[config.mk]
export PLATFORM = sky130hd
export DESIGN_NAME = pe_dbuf_mac
export DESIGN_NICKNAME = d
export VERILOG_FILES = /design/src/rtl/pe_dbuf_mac.sv
export SDC_FILE = /design/constraint.sdc
export NUM_CORES = 1
export LEC_CHECK = 0
export BUFFER_PORTS_ARGS = -buffer_cell sky130_fd_sc_hd__buf_2
export CORE_MARGIN = 2
export CORE_UTILIZATION = 30
export CTS_BUF_LIST = sky130_fd_sc_hd__clkbuf_8
export DETAILED_ROUTE_END_ITERATION = 10
export GPL_ROUTABILITY_DRIVEN = 0
export HOLD_SLACK_MARGIN = 0.06
export PLACE_DENSITY = 0.58
export SLEW_MARGIN = 20
export SYNTH_ARGS = -nofsm -noshare
export SYNTH_HDL_FRONTEND = slang
export SYNTH_SLANG_ARGS = --single-unit
[constraint.sdc]
create_clock -name clk -period 10.1 [get_ports clk]
set_clock_uncertainty 0.15 [all_clocks]
set_input_delay 2.02 -clock clk [delete_from_list [all_inputs] [get_ports clk]]
set_output_delay 2.02 -clock clk [all_outputs]
set_load 0.02 [all_outputs]
[src/rtl/pe_dbuf_mac.sv]
// Weight-stationary systolic PE: int MAC with a double-buffered (shadow/active) weight.
// Optional SAT_EN macro: clamp the psum on overflow and add a sticky sat_flag output.
module pe_dbuf_mac #(
  parameter int DATA_IN_BW     = 8,
  parameter int WEIGHT_BW      = 8,
  parameter int PARTIAL_SUM_BW = 19
) (
  input  logic                      clk,
  input  logic                      rst,
  input  logic                      signed_mode,
  input  logic [DATA_IN_BW-1:0]     DIN,
  input  logic                      din_valid,
  input  logic [PARTIAL_SUM_BW-1:0] PSUM_IN,
  input  logic [WEIGHT_BW-1:0]      W_IN,
  input  logic                      w_shift_in,
  input  logic                      swap_in,
  output logic [DATA_IN_BW-1:0]     DF_COL,
  output logic                      df_valid,
  output logic [PARTIAL_SUM_BW-1:0] PSUM_OUT,
  output logic                      psum_valid,
  output logic [WEIGHT_BW-1:0]      W_OUT,
  output logic                      w_shift_out,
  output logic                      swap_out,
`ifdef SAT_EN
  output logic                      sat_flag,
`endif
  output logic                      shadow_full
);

  localparam int P = PARTIAL_SUM_BW;
  localparam int S = P + 1;

  logic [WEIGHT_BW-1:0] active_w;
  logic [WEIGHT_BW-1:0] shadow;
  logic [S-1:0]         din_x;
  logic [S-1:0]         w_x;
  logic [S-1:0]         psum_x;
  logic [S-1:0]         prod;
  logic [S-1:0]         sum;
  logic [P-1:0]         res;
`ifdef SAT_EN
  logic                 sat_hit;
`endif

  // Operands extended to P+1 bits so the add cannot lose its carry/sign.
  always_comb begin
    din_x  = signed_mode
      ? {{(S-DATA_IN_BW){DIN[DATA_IN_BW-1]}}, DIN}
      : {{(S-DATA_IN_BW){1'b0}}, DIN};
    w_x    = signed_mode
      ? {{(S-WEIGHT_BW){active_w[WEIGHT_BW-1]}}, active_w}
      : {{(S-WEIGHT_BW){1'b0}}, active_w};
    psum_x = signed_mode
      ? {PSUM_IN[P-1], PSUM_IN}
      : {1'b0, PSUM_IN};
    prod   = din_x * w_x;
    sum    = psum_x + prod;
  end

  always_comb begin
    res = sum[P-1:0];
`ifdef SAT_EN
    sat_hit = 1'b0;
    if (signed_mode) begin
      if (sum[P] != sum[P-1]) begin
        sat_hit = 1'b1;
        res = sum[P] ? {1'b1, {(P-1){1'b0}}}
                     : {1'b0, {(P-1){1'b1}}};
      end
    end else if (sum[P]) begin
      sat_hit = 1'b1;
      res = '1;
    end
`endif
  end

  always_ff @(posedge clk) begin
    if (rst) begin
      DF_COL      <= '0;
      df_valid    <= 1'b0;
      PSUM_OUT    <= '0;
      psum_valid  <= 1'b0;
      w_shift_out <= 1'b0;
      swap_out    <= 1'b0;
      active_w    <= '0;
      shadow      <= '0;
      shadow_full <= 1'b0;
`ifdef SAT_EN
      sat_flag    <= 1'b0;
`endif
    end else begin
      df_valid    <= din_valid;
      psum_valid  <= din_valid;
      w_shift_out <= w_shift_in;
      swap_out    <= swap_in;
      if (din_valid) begin
        DF_COL   <= DIN;
        PSUM_OUT <= res;
`ifdef SAT_EN
        if (sat_hit) sat_flag <= 1'b1;
`endif
      end
      // A shift in the swap cycle refills the shadow, so it stays full.
      if (swap_in && shadow_full) begin
        active_w    <= shadow;
        shadow_full <= w_shift_in;
      end else if (w_shift_in) begin
        shadow_full <= 1'b1;
      end
      if (w_shift_in) shadow <= W_IN;
    end
  end

  assign W_OUT = shadow;

endmodule

==> impl_metrics.csv, run 1 <==
group,metric,value,unit
clocking,clock_sinks,47,
routing,first_pass_iters,4,
routing,highest_layer,"met4",
worst_setup_path,worstSetupEndpointType,"flop",
routing,vias,4920,
routing,vias_per_cell,4.53,
clocking,cts_buffer_depth,2,
global_route,antenna_found_initial,0,
worst_setup_path,worstSetupPathType,"input pin to flop",
routing,dr_wl_met2,8.03,mm
timing,rsz0062_at_grt,"false",
logic_synthesis,synth-seq-cells,47,
logic_synthesis,syn_inst,742,
clocking,cts.clk_slew.worst_paths,0.09,ns
clocking,cts_tree,"built",
timing,worst_pin_slew,1.04,ns
routing,antenna_left,0,
worst_setup_path,path_common_cell,"fa_1",
final_layout,insertedDiodeCount,0,
logic_synthesis,synth.distinct_cells,49,
global_route,grt_max_degree,57,
logic_synthesis,ys_seq_area_share,13.7,%
worst_setup_path,worstPathMaxFanout,15,
worst_setup_path,r2r_slack,3.53,ns
pwr,p_int,315,µW
timing,hold_viol,0,
pwr,pwr-share-comb,34.0,%
logic_synthesis,syn_nets,972,
clocking,cts_max_level,2,
global_route,grt_pass1_vias,5114,
logic_synthesis,synth_edf_count,0,
timing,hold_slack,0.331,ns
run,max_cap_violations,0,
worst_setup_path,crit_path_max_incr_delay,0.64,ns
global_route,grtUsageTotal,14.2,%
routing,wire_per_inst,15.1,µm
timing,setup_viol,0,
clocking,hold_buffers,0,
timing,max-slew-margin-rel,30.5,%
logic_synthesis,avgSynthCellArea,9.26,µm²
worst_hold_path,worst_hold_path_type,"flop to flop",
die,start_util,30.4,%
clocking,post_cts_buffers,0,
clocking,cts_made_buffers,5,
worst_setup_path,cp_num_buf_inv,6,
worst_setup_path,cpLargestDelayFamily,"adder cells",
logic_synthesis,ys_top_cells_by_area,"fa_1, ha_1, dfxtp_1, inv_1, and2_1",
worst_setup_path,worstPathCellList,"buf_2, and2_1, nand2_1, inv_1, fa_1, inv_1, fa_1, inv_1, fa_1, inv_1, fa_1, fa_1, fa_1, inv_1, fa_1, ha_1, a21oi_1, o21ai_1, a221oi_1, nand2_1, o31ai_2, xnor2_1, o22ai_1",
logic_synthesis,syn_area,6870,µm²
die,dieWidth,155,µm
logic_synthesis,synthArstFlopShare,0,%
pwr,power_density,66.0,nW/µm²
final_layout,area_delta_synth_final,10.5,%
die,fp-row-count,55,
routing,drt-initial-drc-count,228,
routing,wl_met3,457,µm
timing,slew_violations,0,
worst_setup_path,critPathLaunchType,"input pin",
final_layout,layout-drive-gt1-share,11.9,%
logic_synthesis,synth-main-ff-cell,"dfxtp_1",
logic_synthesis,synth.most_common_cell,"inv_1",
routing,routed_wl,16.3,mm
worst_setup_path,critPathArrivalTime,8.00,ns
global_route,grt_first_pass_wirelength,27.0,mm
timing,tns,0,ns
die,ios,81,
pwr,swShare,37.2,%
routing,wl_met1,7.65,mm
global_route,grt_overflow,0,
pwr,p_seq_share,41.6,%
worst_setup_path,crit_slowest_cell,"fa_1",
logic_synthesis,yosys_warnings,0,
die,core-area,22600,µm²
pwr,p_switching,187,µW
die,die_h,155,µm
worst_setup_path,cp_data_required_time,10.11,ns
die,dieArea,24100,µm²
timing,fin_crit,7.99,ns
final_layout,nets,1029,
place,place_hpwl,13.7,mm
status,status,"completed",
place,portBuffers,80,
timing,min_period_over_period,79.1,%
pwr,power.leakage,4.05,nW
logic_synthesis,synth_top_area_share,32.6,%
logic_synthesis,ys_top_cells_by_count,"inv_1, fa_1, ha_1, and2_1, dfxtp_1",
clocking,post_cts_resized,0,
pwr,pwr-share-clk,24.3,%
clocking,root_buffer,"clkbuf_8",
clocking,clock_latency,0.31,ns
routing,route.detailed.drc,0,
timing,max_freq,0.125,GHz
pwr,peakVddDrop,0.0456,mV
logic_synthesis,synth_top_cell_by_area,"fa_1",
[cell type report]
type	count	area, µm²
clock buffers	5	68.8
clock inverters	3	22.5
fillers	2404	15000
inverters	170	638
multi-input cells	495	5160
flip-flops and latches	47	941
well taps	285	357
repair buffers	80	400
[registers in the layout, summed over array words and instances, names as in the netlist]
name / count
DF_COL: 8
PSUM_OUT: 19
W_OUT: 8
active_w: 8
psum_valid: 1
shadow_full: 1
swap_out: 1
w_shift_out: 1
[metrics by stage]
stage | cell area, µm² | util (%) | worst slack [ns] | instances | power [mW]
finish | 7590 | 33.6 | 2.11 | 1085 | 0.501
CTS | 7590 | 33.6 | 2.11 | 1085 | 0.509
detailed placement | 7500 | 33.2 | 1.76 | 1077 | 0.386
global placement | 7500 | 33.2 | 1.89 | 1077 | 0.384
floorplan | 6870 | - | 2.18 | 742 | 0.332
global route | 7590 | 33.6 | 1.80 | 1085 | 0.538
[worst register-to-register path, cell delays in order, from the launching register on]
cell and delay [ns]:
dfxtp_1 0.78, and2_1 0.26, nand2_1 0.15, fa_1 0.47, fa_1 0.55, inv_1 0.06, fa_1 0.50, inv_1 0.06
fa_1 0.53, inv_1 0.05, fa_1 0.38, fa_1 0.51, inv_1 0.05, fa_1 0.47, inv_1 0.04, ha_1 0.33
and3_1 0.21, a221oi_1 0.23, nand2_1 0.15, o31ai_2 0.22, xnor2_1 0.16, o22ai_1 0.10
[final timing paths]
path,from,end,depth (start not counted)
max,DIN[7],PSUM_OUT[18],23
min,PSUM_OUT[14],PSUM_OUT[14],2
max reg2reg,active_w[7],PSUM_OUT[18],21
min reg2reg,PSUM_OUT[14],PSUM_OUT[14],2
[power groups by stage]
stage	clock network [mW]	logic, mW	registers [mW]
floorplan	0	0.107	0.225
global placement	0	0.171	0.213
detailed placement	0	0.173	0.213
CTS	0.126	0.174	0.209
global route	0.136	0.192	0.210
finish	0.122	0.171	0.209
[cells by family after synthesis]
logic type	Yosys count	share of synthesized area [%]
buffers and inverters	200	11.1
adders and majority gates	189	46.7
and+or+nand+nor	171	12.9
AOI/OAI and AO/OA	72	7.11
DFF	47	13.7
xor gates and xnor gates	37	4.72
muxes	26	3.79
[layer usage]
| metal | vias up | global-route usage, % |
|---|---|---|
| met4 | 0 | 2.40 |
| met2 | 57 | 24.3 |
| met3 | 17 | 1.59 |
| met1 | 2445 | 19.7 |
| li1 | 2401 | - |
| met5 | - | 0 |
[placed cells by master, fill, tap and decap left out, types with 6 or more instances in the layout]
cell type | synthesis | final
inv_1 | 170 | 170
nand2_1 | 41 | 41
nor2_1 | 36 | 36
fa_1 | 112 | 112
dfxtp_1 | 47 | 47
ha_1 | 77 | 77
mux2i_1 | 26 | 26
a21oi_1 | 26 | 26
xor2_1 | 10 | 10
o21ai_0 | 6 | 6
buf_2 | 2 | 80
and2_1 | 50 | 50
a21o_1 | 7 | 7
xnor2_1 | 27 | 27
and3_1 | 12 | 12
nand3_1 | 11 | 11
No activity file was read; power rests on OpenSTA's default activity.
==> run 2: changes to the inputs <==
--- a/config.mk
+++ b/config.mk
@@ -12,7 +12,7 @@
 export DETAILED_ROUTE_END_ITERATION = 10
 export GPL_ROUTABILITY_DRIVEN = 0
 export HOLD_SLACK_MARGIN = 0.06
-export PLACE_DENSITY = 0.58
+export PLACE_DENSITY = 0.59
 export SLEW_MARGIN = 20
 export SYNTH_ARGS = -nofsm -noshare
 export SYNTH_HDL_FRONTEND = slang
==> constraint.sdc (replaced) <==
create_clock -name clk -period 6.6 [get_ports clk]
set_clock_uncertainty 0.15 [all_clocks]
set_input_delay 1.32 -clock clk [delete_from_list [all_inputs] [get_ports clk]]
set_output_delay 1.32 -clock clk [all_outputs]
set_load 0.02 [all_outputs]
==> run 2 against run 1 <==
The flow now finishes with violations (negative setup slack). Global-route usage up 0.47 points. First-iteration DRC count down 29%. Non-clock buffer count up 92. Setup slack worse by 2.2 ns. Utilization up 4.9 points. Register-to-register slack worse by 3.0 ns.
==> impl_metrics.csv, run 2 (synthesis results as in run 1) <==
group,metric,value,unit
final_layout,nets,1121,
die,core-area,22600,µm²
worst_setup_path,worstSetupEndpointType,"flop",
timing,max_freq,0.149,GHz
final_layout,layout_commonest_cell,"inv_1",
global_route,grt_first_pass_wirelength,28.2,mm
timing,rsz0062_at_grt,"true",
timing,max-slew-margin-rel,30.8,%
clocking,cts_made_buffers,5,
die,dieArea,24100,µm²
pwr,peakVddDrop,0.0715,mV
clocking,cts.clk_slew.worst_paths,0.10,ns
final_layout,insertedDiodeCount,0,
timing,setup_viol,3,
clocking,cts_tree,"built",
global_route,grtUsageTotal,14.7,%
pwr,power_density,97.9,nW/µm²
global_route,grt_overflow,0,
pwr,power,851,µW
worst_setup_path,critPathLaunchType,"input pin",
place,portBuffers,80,
place,place_area,8140,µm²
timing,slew_violations,0,
timing,hold_viol,0,
clocking,root_buffer,"clkbuf_8",
timing,layout_setup_ws,-0.110,ns
status,status,"finished with violations",
routing,drt-initial-drc-count,162,
final_layout,regMostFlops,"PSUM_OUT",
worst_setup_path,worstPathMaxFanout,5,
clocking,cts_buffer_depth,2,
worst_setup_path,critPathArrivalTime,6.73,ns
final_layout,layout-drive-gt1-share,28.1,%
routing,wire_per_inst,14.6,µm
global_route,antenna_found_initial,0,
clocking,clock_sinks,47,
die,dieWidth,155,µm
routing,route.detailed.drc,0,
clocking,clock_latency,0.31,ns
final_layout,multi_input_area,5490,µm²
routing,vias_per_cell,4.50,
worst_setup_path,worstSetupPathType,"input pin to flop",
worst_setup_path,cp_data_required_time,6.62,ns
clocking,cts_max_level,2,
final_layout,fillers,2256,
die,start_util,30.4,%
routing,vias,5296,
worst_hold_path,worst_hold_path_type,"flop to flop",
global_route,grt_pass1_vias,5417,
pwr,power.leakage,4.57,nW
clocking,hold_buffers,0,
timing,min_period_over_period,102,%
run,max_cap_violations,0,
place,place_hpwl,14.6,mm
timing,fin_crit,6.71,ns
global_route,grt_max_degree,57,
die,ios,81,
die,die_h,155,µm
place,place_ws,-0.666,ns
final_layout,area_delta_synth_final,26.5,%
die,fp-row-count,55,
routing,first_pass_iters,6,
final_layout,largest_register_ffs,19,
final_layout,finalInstanceArea,8690,µm²
final_layout,ff_latch_area,941,µm²
routing,routed_wl,17.2,mm
status,violations,"negative setup slack",
final_layout,final_cell_mix,"inv_1, fa_1, buf_4",
routing,antenna_left,0,
timing,worst_pin_slew,1.04,ns
==> run 2: timing repair <==
action	CTS	global route
resized for setup	31	42
cloned	0	1
pin swaps	25	27
endpoints found under the setup margin	8	10
setup buffers	3	7
==> run 2: final cells by class <==
type | count | area share [%]
Multi-Input combinational cell | 495 | 63.2
Timing Repair Buffer | 172 | 13.4
Sequential cell | 47 | 10.8
Inverter | 170 | 7.37
Tap cell | 285 | 4.10
Clock buffer | 5 | 0.792
Clock inverter | 3 | 0.317
==> run 2: path summary, 6_finish.rpt <==
check | cells after the start | start | end | slack, ns
worst min-delay path | 2 | PSUM_OUT[14] | PSUM_OUT[14] | 0.33
worst max register to register | 19 | active_w[3] | PSUM_OUT[18] | 0.49
worst max-delay path | 23 | signed_mode | PSUM_OUT[18] | -0.11
worst min register to register | 2 | PSUM_OUT[14] | PSUM_OUT[14] | 0.33
==> run 2: through the flow <==
| step | hold WS (ns) | TNS [ns] | utilization [%] | std cells |
|---|---|---|---|---|
| after floorplan | 0.342 | -1.35 | - | 742 |
| after global placement | 0.311 | -4.42 | 36.0 | 1158 |
| after detailed placement | 0.320 | -4.65 | 36.0 | 1158 |
| after CTS | 0.337 | -0.250 | 37.3 | 1169 |
| after global routing | 0.364 | -1.34 | 38.5 | 1177 |
| final | 0.333 | -0.276 | 38.5 | 1177 |
==> run 2: critical path, cell delays in order <==
cell	delay, ns
buf_12	0.11
and2_4	0.18
nand2_4	0.08
inv_4	0.04
fa_1	0.57
inv_2	0.06
fa_1	0.51
inv_2	0.04
fa_1	0.50
inv_1	0.05
fa_1	0.50
fa_1	0.43
fa_1	0.53
inv_2	0.04
fa_1	0.51
ha_4	0.22
a21oi_2	0.14
o21ai_2	0.08
a221oi_2	0.20
nand2_1	0.12
o31ai_2	0.25
xnor2_1	0.14
o22ai_1	0.09
==> run 2: power breakdown <==
group	leakage (nW)	internal [mW]	switching, mW
sequential	0.387	0.304	0.0137
clock	0.0467	0.0788	0.117
combinational	4.14	0.154	0.184
==> run 2: routing by layer <==
layer  vias to the layer above  routed length [µm]  global-route usage, %
li1                       2591                   -                      -
met3                        11                 477                   1.75
met5                         -                   0                      0
met4                         0                 158                   2.53
met2                        60                8480                   24.6
met1                      2634                8070                   20.6
